`config.mk`:
```
export PLATFORM = sky130hd
export DESIGN_NAME = ber_checker_win
export DESIGN_NICKNAME = d
export VERILOG_FILES = /design/src/rtl/ber_pkg.sv /design/src/rtl/ber_popcount.sv /design/src/rtl/ber_checker_win.sv
export SDC_FILE = /design/constraint.sdc
export NUM_CORES = 1
export LEC_CHECK = 0
export ABC_AREA = 1
export CAP_MARGIN = 20
export CORE_AREA = 2 2 213 215
export DETAILED_ROUTE_END_ITERATION = 7
export DIE_AREA = 0 0 215 217
export PLACE_DENSITY = 0.76
export SLEW_MARGIN = 20
export SYNTH_ARGS = -nofsm -noshare
export SYNTH_HDL_FRONTEND = slang
export SYNTH_SLANG_ARGS = --single-unit
```
`constraint.sdc`:
```
create_clock -name clk -period 15.06 [get_ports clk]
set_input_delay 3.765 -clock clk [delete_from_list [all_inputs] [get_ports clk]]
set_output_delay 3.765 -clock clk [all_outputs]
set_load 0.03 [all_outputs]
```
`src/rtl/ber_pkg.sv`:
```
// Shared types and helpers for the windowed bit-error-rate checker.
package ber_pkg;

    typedef enum logic [1:0] {
        ST_IDLE,
        ST_RUN,
        ST_DONE
    } state_t;

    // Bits needed to represent v distinct values (at least 1).
    function automatic int clog2(input int unsigned v);
        int r;
        r = 1;
        for (int i = 1; i < 32; i++) begin
            if ((64'd1 << i) < 64'(v)) r = i + 1;
        end
        return r;
    endfunction

    // Unsigned add clamped to the all-ones value of a w-bit counter (w <= 64).
    function automatic logic [63:0] sat_add(input logic [63:0] a, input logic [63:0] b,
                                            input int unsigned w);
        logic [64:0] s;
        logic [64:0] mx;
        s  = {1'b0, a} + {1'b0, b};
        mx = (65'd1 << w) - 65'd1;
        return (s > mx) ? mx[63:0] : s[63:0];
    endfunction

endpackage

```
`src/rtl/ber_popcount.sv`:
```
// Combinational population count of a WIDTH-bit word.
module ber_popcount
    import ber_pkg::*;
#(
    parameter int WIDTH = 132
) (
    input  logic [WIDTH-1:0]            data,
    output logic [clog2(WIDTH+1)-1:0]   count
);

    localparam int PW = clog2(WIDTH + 1);

    always_comb begin
        count = '0;
        for (int i = 0; i < WIDTH; i++) begin
            count = count + PW'(data[i]);
        end
    end

endmodule

```
`src/rtl/ber_checker_win.sv`:
```
// Windowed BER checker: per-beat error flags plus saturating bit/word/sample counters.
// Optional per-lane error counters are enabled with `define BER_CHECKER_LANE_CNT_EN.
module ber_checker_win
    import ber_pkg::*;
#(
    parameter int WIDTH      = 132,
    parameter int CNT_W      = 40,
    parameter int WIN_W      = 32,
    parameter int LANE_CNT_W = 16
) (
    input  logic                      clk,
    input  logic                      rst,
    input  logic                      start,
    input  logic                      abort,
    input  logic [WIN_W-1:0]          win_len,
    input  logic                      valid_in,
    input  logic [WIDTH-1:0]          bit_rec,
    input  logic [WIDTH-1:0]          bit_ref,
`ifdef BER_CHECKER_LANE_CNT_EN
    input  logic [clog2(WIDTH)-1:0]   lane_sel,
    output logic [LANE_CNT_W-1:0]     lane_err_cnt,
`endif
    output logic [WIDTH-1:0]          flag,
    output logic                      busy,
    output logic                      done,
    output logic [CNT_W-1:0]          bit_err_cnt,
    output logic [CNT_W-1:0]          word_err_cnt,
    output logic [CNT_W-1:0]          sample_cnt
);

    localparam int PC_W = clog2(WIDTH + 1);

    state_t            state, state_nx;
    logic              clr, cnt_en;
    logic [WIN_W-1:0]  win_reg;
    logic [WIDTH-1:0]  diff;
    logic [PC_W-1:0]   pc;
    logic [CNT_W-1:0]  bit_sum, word_sum, sample_sum;
    logic              win_hit;

    assign diff = bit_rec ^ bit_ref;

    ber_popcount #(.WIDTH(WIDTH)) u_pop (
        .data  (diff),
        .count (pc)
    );

    assign bit_sum    = CNT_W'(sat_add(64'(bit_err_cnt),  64'(pc),    CNT_W));
    assign word_sum   = CNT_W'(sat_add(64'(word_err_cnt), 64'(|diff), CNT_W));
    assign sample_sum = CNT_W'(sat_add(64'(sample_cnt),   64'd1,      CNT_W));
    // A zero window length means free-run until abort.
    assign win_hit    = (win_reg != '0) && (sample_sum == CNT_W'(win_reg));

    always_ff @(posedge clk) begin
        if (rst) state <= ST_IDLE;
        else     state <= state_nx;
    end

    always_comb begin
        state_nx = state;
        clr      = 1'b0;
        cnt_en   = 1'b0;
        case (state)
            ST_IDLE: begin
                if (start) begin
                    clr      = 1'b1;
                    state_nx = ST_RUN;
                end
            end
            ST_RUN: begin
                if (abort) begin
                    state_nx = ST_DONE;
                end else if (start) begin
                    clr = 1'b1;
                end else if (valid_in) begin
                    cnt_en = 1'b1;
                    if (win_hit) state_nx = ST_DONE;
                end
            end
            ST_DONE: begin
                if (abort) begin
                    state_nx = ST_IDLE;
                end else if (start) begin
                    clr      = 1'b1;
                    state_nx = ST_RUN;
                end
            end
            default: state_nx = ST_IDLE;
        endcase
    end

    always_ff @(posedge clk) begin
        if (rst || clr) begin
            flag         <= '0;
            bit_err_cnt  <= '0;
            word_err_cnt <= '0;
            sample_cnt   <= '0;
        end else if (cnt_en) begin
            flag         <= diff;
            bit_err_cnt  <= bit_sum;
            word_err_cnt <= word_sum;
            sample_cnt   <= sample_sum;
        end
    end

    always_ff @(posedge clk) begin
        if (rst)      win_reg <= '0;
        else if (clr) win_reg <= win_len;
    end

    assign busy = (state == ST_RUN);
    assign done = (state == ST_DONE);

`ifdef BER_CHECKER_LANE_CNT_EN
    logic [LANE_CNT_W-1:0] lane_cnt [WIDTH];

    always_ff @(posedge clk) begin
        for (int i = 0; i < WIDTH; i++) begin
            if (rst || clr)
                lane_cnt[i] <= '0;
            else if (cnt_en && diff[i] && (lane_cnt[i] != '1))
                lane_cnt[i] <= lane_cnt[i] + 1'b1;
        end
    end

    assign lane_err_cnt = (32'(lane_sel) < WIDTH) ? lane_cnt[lane_sel] : '0;
`endif

endmodule
```
==> flow_summary.ini <==
[global_route]
grt_pass1_wl_mm = 113
grt.total_usage_pct = 31.5
grt_antenna_before_repair = 1
grt_max_degree = 116
grt_pass1_vias = 19615
overflow = 0

[die]
start_util_pct = 42.8
fp.dieW_um = 215
num_io_pins = 555
die-height_um = 217
coreArea_um2 = 44700
rows = 78
design.die.area_um2 = 46700

[yosys]
synth_area_leaders = dfxtp_1, fa_1, nand2_1
ys_seq_area_share_pct = 29.9
syn_nets = 3063
synthCells = 2599
netlist_area_um2 = 19100
synth_edf_count = 0
syn_avg_cell_area_um2 = 7.36
ys_ff_latch = 286
yosysMostFrequentCell = nand2_1
yosysTopAreaCell = dfxtp_1
ys.flop_type = dfxtp_1
yosys_warnings = 0
synth_cell_types = 44
async_reset_ff_share_pct = 0
synth_top_area_share_pct = 29.9
synth_common_cells = nand2_1, inv_1, dfxtp_1

[setup_path]
crit_path_end_kind = register
required_ns = 15.50
arrival_ns = 14.15
slowest_stage = fa_1
startpoint_type = primary input
critPathMaxStageDelay_ns = 0.54
timing.critical_path.max_delay_family = adder cells
crit_top_cell = fa_1
worstPathMaxFanout = 28
path_buf_inv = 8
critical_path_class = in -> reg

[placement]
gp_congestion = 0.952
port_buffers = 554
dp.cells = 3678
post-dp-hpwl_mm = 60.5
placed_cell_area_um2 = 25200

[clock_tree]
cts_tree = yes
cts_buffers = 35
cts_buffer_depth = 3
cts_setup_buffers = 0
cts_sinks = 286
htreeDepth = 2
clk_pin_slew_ns = 0.06
cts_hold_buf = 0
post_cts_resized = 0
clk_latency_ns = 0.56
cts_root_buffer = clkbuf_16

[final_layout]
num_antenna_cells = 0
fin_cells = 3737
area_growth_pct = 37.6
fin_nets = 3579
drive_gt1_share_pct = 3.25
final_area_um2 = 26300
largest_register_ff_count = 132
top_register = flag

[flow_run]
drv_cap = 0

[sta]
finalSetupViolCount = 0
rsz0062_at_grt = no
tightest_slew_ns = 1.04
fin_crit_sh_pct = 91.0
relSlewSlack_pct = 30.9
holdWs_ns = 0.463
fin_crit_ns = 13.71
skew_ns = 0.0280
max_freq_mhz = 73.0
finalMaxSlewViolations = 0
hold_viol = 0
tns_ns = 0

[hold_path]
min_path_type = reg -> reg

[drt]
vias = 19708
vias_per_cell = 5.27
first_pass_iters = 5
drc = 0
wl_per_cell_um = 20.2
wl_mm = 75.4
first_iter_violations = 1432
ant_nets = 0

[outcome]
outcome = complete, no violations
final cells by class:
| cell class | count | area [um^2] |
|---|---|---|
| clock buffers | 52 | 1030 |
| clock inverters | 7 | 81.3 |
| fillers | 4107 | 18400 |
| inverters | 403 | 1520 |
| multi-input cells | 1810 | 11500 |
| flip-flops and latches | 286 | 5730 |
| well taps | 600 | 751 |
| repair buffers | 579 | 5740 |
worst reg2reg max path, stage by stage, from the launching register on:
cell and delay, ns:
dfxtp_1 0.46, ha_1 0.26, nand2_2 0.10, nor2_4 0.27, nand2_2 0.13, nor2_4 0.24, nand2_2 0.11, nand2_1 0.08
nand2_2 0.12, nor2_1 0.16, nand3_1 0.11, nor2_1 0.11, nor2_1 0.05, nand2_1 0.06, buf_4 0.48, nand3_1 0.34
nand2_1 0.13, nand2_1 0.06, nor2_1 0.18, nand2_1 0.10, nor2_1 0.11, nand3_1 0.09, nor2_1 0.12, nor2_1 0.07
nor2_1 0.09, nor2_1 0.05
kinds of logic after synthesis:
logic type | after synthesis | synth area share [%]
AO/OA/AOI/OAI | 402 | 11.7
XOR/XNOR | 207 | 9.48
adder cells (fa/ha/maj) | 163 | 15.4
buffers and inverters | 503 | 10.2
flip-flops | 286 | 29.9
AND/OR/NAND/NOR | 1038 | 23.3
worst paths after layout:
path | start | end | slack [ns] | cells after the start
max | bit_rec[0] | bit_err_cnt[18] | 1.35 | 39
max reg2reg | sample_cnt[1] | state[1] | 10.89 | 25
min | flag[107] | flag[107] | 0.46 | 2
min reg2reg | flag[107] | flag[107] | 0.46 | 2
placed cells by master, fill, tap and decap left out, types with 99 or more instances in the layout:
cell type,count
a21oi_1,232
inv_1,399
dfxtp_1,286
nor2_1,157
nand2_1,604
o21ai_0,99
nand3_1,112
clkdlybuf4s50_1,554
fa_1,120
xor2_1,162
through the flow:
step / setup WS, ns / utilization (%)
floorplan: 2.35 / -
global placement: 1.05 / 56.4
detailed placement: 0.867 / 56.4
CTS: 1.41 / 58.9
global route: 0.799 / 58.9
finish: 1.35 / 58.9
routing by layer:
metal / routed length, um / vias to the layer above / global-route usage (%)
li1: - / 9358 / -
met1: 28800 / 9315 / 36.2
met2: 37300 / 821 / 55.9
met3: 4850 / 212 / 5.63
met4: 4440 / 2 / 17.0
met5: 9 / - / 0
Power is left out: the tool's default activity adds up to more than one toggle a clock period on the data nets, which glitch-free logic cannot reach.
